## src/rtl/regfile_pkg.sv

```systemverilog
// Shared types for the register-file write-back path.
package regfile_pkg;

    localparam int unsigned REG_ADDR_W = 5;
    localparam int unsigned REG_DATA_W = 32;
    localparam logic [REG_ADDR_W-1:0] REG_ZERO = 5'd0;

    typedef struct packed {
        logic [REG_ADDR_W-1:0] wn;
        logic [REG_DATA_W-1:0] wd;
    } wb_req_t;

endpackage

```

## src/rtl/wb_fifo.sv

```systemverilog
// In-order FIFO of write-back requests; exposes storage, valid bits and pointers
// so the owner can run an associative search over pending entries.
module wb_fifo
    import regfile_pkg::*;
#(
    parameter int unsigned DEPTH = 4,
    parameter int unsigned PTR_W = $clog2(DEPTH),
    parameter int unsigned CNT_W = $clog2(DEPTH + 1)
) (
    input  logic                 clk,
    input  logic                 rst,
    input  logic                 push,
    input  logic                 pop,
    input  wb_req_t              push_data,
    output wb_req_t [DEPTH-1:0]  entries,
    output logic    [DEPTH-1:0]  valid,
    output logic    [PTR_W-1:0]  wr_ptr,
    output logic    [PTR_W-1:0]  rd_ptr,
    output logic    [CNT_W-1:0]  count
);

    wb_req_t [DEPTH-1:0] entries_q;
    logic    [DEPTH-1:0] valid_q, valid_d;
    logic    [PTR_W-1:0] wr_ptr_q, wr_ptr_d, rd_ptr_q, rd_ptr_d;
    logic    [CNT_W-1:0] count_q, count_d;

    // Pointers wrap naturally because DEPTH is a power of two.
    always_comb begin
        wr_ptr_d = wr_ptr_q;
        rd_ptr_d = rd_ptr_q;
        valid_d  = valid_q;
        count_d  = count_q + CNT_W'(push) - CNT_W'(pop);
        if (pop) begin
            valid_d[rd_ptr_q] = 1'b0;
            rd_ptr_d          = rd_ptr_q + PTR_W'(1);
        end
        if (push) begin
            valid_d[wr_ptr_q] = 1'b1;
            wr_ptr_d          = wr_ptr_q + PTR_W'(1);
        end
    end

    always_ff @(posedge clk) begin
        if (rst) begin
            wr_ptr_q <= '0;
            rd_ptr_q <= '0;
            count_q  <= '0;
            valid_q  <= '0;
        end else begin
            wr_ptr_q <= wr_ptr_d;
            rd_ptr_q <= rd_ptr_d;
            count_q  <= count_d;
            valid_q  <= valid_d;
        end
    end

    always_ff @(posedge clk) begin
        if (push) begin
            entries_q[wr_ptr_q] <= push_data;
        end
    end

    assign entries = entries_q;
    assign valid   = valid_q;
    assign wr_ptr  = wr_ptr_q;
    assign rd_ptr  = rd_ptr_q;
    assign count   = count_q;

endmodule

```

## src/rtl/regfile_wb_queue.sv

```systemverilog
// Write-back queue in front of the register file write port, retiring one entry
// per cycle and forwarding the youngest pending value for two read indices.
module regfile_wb_queue
    import regfile_pkg::*;
#(
    parameter int unsigned DEPTH  = 4,
    parameter int unsigned DATA_W = 32,
    parameter int unsigned ADDR_W = 5
) (
    input  logic                         clk,
    input  logic                         rst,
    input  logic                         in_valid,
    output logic                         in_ready,
    input  logic [ADDR_W-1:0]            in_wn,
    input  logic [DATA_W-1:0]            in_wd,
    input  logic                         wb_stall,
    output logic                         rf_RegWrite,
    output logic [ADDR_W-1:0]            rf_wn,
    output logic [DATA_W-1:0]            rf_wd,
    input  logic [ADDR_W-1:0]            rs,
    input  logic [ADDR_W-1:0]            rt,
    output logic                         byp_hit_rs,
    output logic [DATA_W-1:0]            byp_data_rs,
    output logic                         byp_hit_rt,
    output logic [DATA_W-1:0]            byp_data_rt,
    output logic [$clog2(DEPTH+1)-1:0]   count
);

    localparam int unsigned PTR_W = $clog2(DEPTH);
    localparam int unsigned CNT_W = $clog2(DEPTH + 1);

    wb_req_t              push_req;
    wb_req_t              head;
    wb_req_t [DEPTH-1:0]  entries;
    logic    [DEPTH-1:0]  valid;
    logic    [PTR_W-1:0]  wr_ptr, rd_ptr;
    logic    [PTR_W-1:0]  slot;
    logic                 push, pop;

    // Writes to r0 complete the handshake but are never queued.
    assign in_ready = (count < CNT_W'(DEPTH));
    assign push     = in_valid && in_ready && (in_wn != REG_ZERO);
    assign pop      = rf_RegWrite;

    always_comb begin
        push_req.wn = in_wn;
        push_req.wd = in_wd;
    end

    wb_fifo #(
        .DEPTH (DEPTH)
    ) u_fifo (
        .clk       (clk),
        .rst       (rst),
        .push      (push),
        .pop       (pop),
        .push_data (push_req),
        .entries   (entries),
        .valid     (valid),
        .wr_ptr    (wr_ptr),
        .rd_ptr    (rd_ptr),
        .count     (count)
    );

    assign head        = entries[rd_ptr];
    assign rf_RegWrite = (count != '0) && !wb_stall;
    assign rf_wn       = (count != '0) ? head.wn : '0;
    assign rf_wd       = (count != '0) ? head.wd : '0;

    // Walk from wr_ptr (oldest slot when full) round to wr_ptr-1 (youngest);
    // later matches overwrite earlier ones so the youngest wins.
    always_comb begin
        slot        = '0;
        byp_hit_rs  = 1'b0;
        byp_data_rs = '0;
        byp_hit_rt  = 1'b0;
        byp_data_rt = '0;
        for (int unsigned i = 0; i < DEPTH; i++) begin
            slot = wr_ptr + PTR_W'(i);
            if (valid[slot]) begin
                if ((rs != REG_ZERO) && (entries[slot].wn == rs)) begin
                    byp_hit_rs  = 1'b1;
                    byp_data_rs = entries[slot].wd;
                end
                if ((rt != REG_ZERO) && (entries[slot].wn == rt)) begin
                    byp_hit_rt  = 1'b1;
                    byp_data_rt = entries[slot].wd;
                end
            end
        end
    end

endmodule

```

## config.mk

```make
export PLATFORM = sky130hd
export DESIGN_NAME = regfile_wb_queue
export DESIGN_NICKNAME = d
export VERILOG_FILES = /design/src/rtl/regfile_pkg.sv /design/src/rtl/wb_fifo.sv /design/src/rtl/regfile_wb_queue.sv
export SDC_FILE = /design/constraint.sdc
export NUM_CORES = 1
export LEC_CHECK = 0
export ABC_AREA = 0
export CAP_MARGIN = 40
export CORE_MARGIN = 4
export CORE_UTILIZATION = 30
export CTS_BUF_LIST = sky130_fd_sc_hd__clkbuf_2
export CTS_CLUSTER_DIAMETER = 30
export DETAILED_ROUTE_END_ITERATION = 6
export MAX_ROUTING_LAYER = met4
export PLACE_DENSITY = 0.57
export SKIP_LAST_GASP = 1
export SYNTH_ARGS = -nofsm -noshare
export SYNTH_HDL_FRONTEND = slang
export SYNTH_HIERARCHICAL = 1
export SYNTH_SLANG_ARGS = --single-unit
```

## constraint.sdc

```tcl
create_clock -name clk -period 6.9 [get_ports clk]
set_input_delay 1.035 -clock clk [delete_from_list [all_inputs] [get_ports clk]]
set_output_delay 1.035 -clock clk [all_outputs]
set_load 0.01 [all_outputs]
```

==> flow_summary_export.csv <==
group,metric,value,unit
layout,drive_gt1_frac,0.239,
layout,nets,1300,
synthesis,synth_cells,1162,
clocking,cts.clk_slew.worst_paths,0.28,ns
synthesis,synth-edff-count,148,
setup_path,r2r_setup_slack,3.74,ns
synthesis,synth-seq-cells,159,
layout,area_delta_synth_final,17.0,%
setup_path,cp_slowest_stage_delay,0.80,ns
timing,hold_slack,0.656,ns
setup_path,required,5.86,ns
timing,min_period,6.24,ns
clocking,cts_num_sinks,159,
floorplan,core-area,43300,um2
setup_path,startpoint,"u_fifo/wr_ptr[0]",
setup_path,critPathTopFamily,"compound AO/OA/AOI/OAI gates",
route,drt-initial-drc-count,881,
timing,drv_slew,0,
power,ir_drop,0.300,mV
timing,timing.fmax,160,MHz
setup_path,cp_data_arrival_time,5.20,ns
route,post_drt_wl_per_cell,23.2,um
clocking,h-tree-depth,4,
route,wl_met1,18600,um
route,via_per_inst,5.72,
synthesis,async_reset_ff_frac,0,
grt,grt_pass1_wl,64300,um
setup_path,cp.buffers_inverters,1,
synthesis,syn-num-nets,1224,
grt,grt_max_degree,79,
clocking,postCtsHoldBufs,0,
synthesis,yosys_warnings,6,
clocking,cts_resized,0,
timing,setup-tns-final,0,ns
power,p_int,2270,uW
power,switchingPower,1540,uW
grt,antenna_found_initial,4,
power,p_comb_frac,0.527,
setup_path,cp-start-kind,"register",
power,p_sw_frac,0.404,
route,top_layer,"met4",
timing,period_share,0.904,
job,cap_violations,0,
place,gp_congestion,0.833,
route,dr.pass1.iters,6,
floorplan,ios,159,
synthesis,yosysSeqAreaShare,0.354,
clocking,post_cts_buffers,0,
timing,finalSetupViolCount,0,
setup_path,crit_slowest_cell,"dfxtp_4",
setup_path,endpoint_kind,"output port",
route,met2_length,20400,um
route,routed-via-count,10520,
timing,fin_worst_skew,0.0623,ns
clocking,insertion_delay,0.83,ns
synthesis,avgSynthCellArea,11.3,um2
grt,grt_pass1_vias,10410,
power,leakagePower,0.00492,uW
setup_path,r2r_end,"u_fifo/entries[60]",
clocking,cts_buffer_depth,2,
outcome,run_status,"completed",
setup_path,worstRegToRegCells,4,
synthesis,synth_cell_type_count,68,
grt,grt_overflow_total,0,
floorplan,die-area,47300,um2
timing,slew_headroom,0.341,
setup_path,worstPathMaxFanout,38,
setup_path,path_depth,7,
route,met3_length,2760,um
place,portBuffers,158,
route,drc_errors,0,
setup_path,path_cells,"mux4_2 -> nor2b_1 -> or4_2 -> a2111oi_0 -> a311oi_1 -> o31ai_1 -> clkdlybuf4s50_1",
place,dp_hpwl,28900,um
timing,rsz0062_at_grt,"no",
grt,gr-usage-all-layers,0.181,
floorplan,start_util,0.304,
setup_path,crit_path_end,"byp_data_rt[30]",
setup_path,worstReg2RegStart,"u_fifo/wr_ptr[0]",
synthesis,syn_area,13200,um2
clocking,cts_buffers,17,
floorplan,row_count,76,
floorplan,die_y,218,um
synthesis,synth_ff_type,"edfxtp_1",
setup_path,path_class,"register to output port",
timing,hold_violations,0,
power,power_density,247,nW/um2
timing,tightestPinTransition,0.964,ns
clocking,cts-root-buf,"clkbuf_2",
clocking,cts_tree,"yes",
route,wirelength,42700,um
power,sequentialPowerShare,0.341,
floorplan,dieWidth,218,um
route,ant_nets,0,
power,clkPwrFrac,0.133,
worst_hold_path,hold_path_class,"register to register",
tightest hold or removal path: stages (launching register included):
cell	delay, ns
dfxtp_1	0.41
xor3_1	0.20
nor2_1	0.04
per-stage QoR:
stage,setup WS [ns],power (uW),utilization,instance area (um2),cells
after global routing,0.318,4060,0.356,15400,1839
after global placement,0.948,3280,0.349,15100,1801
after CTS,0.562,3850,0.356,15400,1836
final,0.664,3810,0.356,15400,1839
after floorplan,2.76,2630,-,13200,1162
after detailed placement,0.947,3340,0.351,15200,1804
worst min-delay path by stage:
| stage | slack (ns) | from | cells after the start | to |
|---|---|---|---|---|
| 6_report | 0.66 | u_fifo/count[2] | 2 | u_fifo/count[2] |
| 5_1_grt | 0.69 | in_wd[18] | 1 | u_fifo/entries[55] |
| 4_1_cts | 0.66 | u_fifo/count[2] | 2 | u_fifo/count[2] |
| 3_5_place_dp | 0.62 | u_fifo/count[2] | 2 | u_fifo/count[2] |
| 3_3_place_gp | 0.61 | u_fifo/count[2] | 2 | u_fifo/count[2] |
| 2_1_floorplan | 0.53 | u_fifo/rd_ptr[1] | 2 | u_fifo/rd_ptr[1] |
layer usage:
metal  vias up  track usage
met5         -            -
met4         0       0.0432
met3        55       0.0373
met2       394        0.289
met1      5290        0.239
li1       4781            -
cell usage after synthesis, drive strengths merged, types with 3 or more instances:
cell / instances / area share
a2111oi: 32 / 0.022
a21boi: 30 / 0.017
a21o: 26 / 0.015
a21oi: 7 / 0.0027
a221oi: 4 / 0.0036
a311oi: 29 / 0.020
and2: 6 / 0.0029
buf: 63 / 0.031
clkbuf: 67 / 0.019
dfxtp: 11 / 0.017
edfxtp: 148 / 0.34
ha: 10 / 0.0095
inv: 16 / 0.0046
mux2: 112 / 0.096
mux2i: 72 / 0.055
mux4: 73 / 0.13
nand2: 17 / 0.0048
nand3: 8 / 0.0034
nand4: 5 / 0.0024
nor2: 98 / 0.028
nor2b: 42 / 0.020
nor3: 5 / 0.0023
o2111ai: 31 / 0.021
o211ai: 55 / 0.031
o21ai: 59 / 0.022
o21ba: 4 / 0.0030
o2bb2ai: 27 / 0.018
o31ai: 3 / 0.0017
or2: 28 / 0.013
xnor2: 27 / 0.018
xor2: 16 / 0.011
state kept, by name, indices dropped and copies added (netlist names):
name	cells
u_fifo/rd_ptr	2
u_fifo/entries	148
u_fifo/count	3
u_fifo/valid	4
u_fifo/wr_ptr	2
power groups by stage:
stage          Clock (uW)  Combinational [uW]  Sequential [uW]
2_1_floorplan           0                1390             1240
3_3_place_gp            0                1920             1360
3_5_place_dp            0                2010             1320
4_1_cts               523                2030             1300
5_1_grt               570                2170             1320
6_report              505                2010             1300
cell usage in the layout (no fill, tap or decap), types with 4 or more instances in the layout:
| cell | Yosys | final |
|---|---|---|
| o21ai_0 | 33 | 33 |
| a21o_1 | 26 | 26 |
| nor2_1 | 98 | 96 |
| inv_6 | 0 | 6 |
| inv_1 | 16 | 15 |
| clkbuf_2 | 0 | 17 |
| mux2_2 | 110 | 110 |
| or2_2 | 26 | 28 |
| edfxtp_1 | 148 | 148 |
| xor2_1 | 16 | 15 |
| mux2i_1 | 72 | 72 |
| nand2_1 | 17 | 16 |
| o2111ai_1 | 31 | 31 |
| a21boi_0 | 27 | 27 |
| clkdlybuf4s50_1 | 0 | 158 |
| nand4_1 | 5 | 5 |
| a311oi_1 | 28 | 28 |
| buf_4 | 4 | 26 |
| xnor2_1 | 27 | 27 |
| a21oi_1 | 7 | 7 |
| ha_1 | 10 | 10 |
| and2_2 | 0 | 4 |
| o211ai_1 | 55 | 55 |
| nand3_1 | 7 | 6 |
| o21ba_2 | 4 | 4 |
| nor2b_1 | 42 | 42 |
| o2bb2ai_1 | 27 | 27 |
| dfxtp_1 | 11 | 7 |
| a2111oi_0 | 29 | 29 |
| mux4_2 | 71 | 71 |
| o21ai_1 | 26 | 26 |
cells by family (layout without fill, tap and decap cells):
kind of cell / after synthesis / count (layout) / share of synthesized area
multiplexers: 257 / 257 / 0.276
other: 0 / 3 / 0
adder cells (fa/ha/maj): 11 / 11 / 0.0110
AND/OR/NAND/NOR: 219 / 219 / 0.0830
flip-flops: 159 / 159 / 0.354
buffers and inverters: 146 / 235 / 0.0548
XOR/XNOR: 44 / 44 / 0.0304
AO/OA/AOI/OAI: 326 / 326 / 0.191
final cells by class:
cell class / instances / area [um2]
clock buffer: 17 / 85.1
timing repair buffer: 187 / 1860
sequential: 159 / 4680
tap: 585 / 732
multi-input combinational: 857 / 7850
fill: 4283 / 27900
inverter: 16 / 61.3
clock inverter: 15 / 133
antenna: 3 / 7.51
Note: power is estimated with default switching activity, not from simulation.
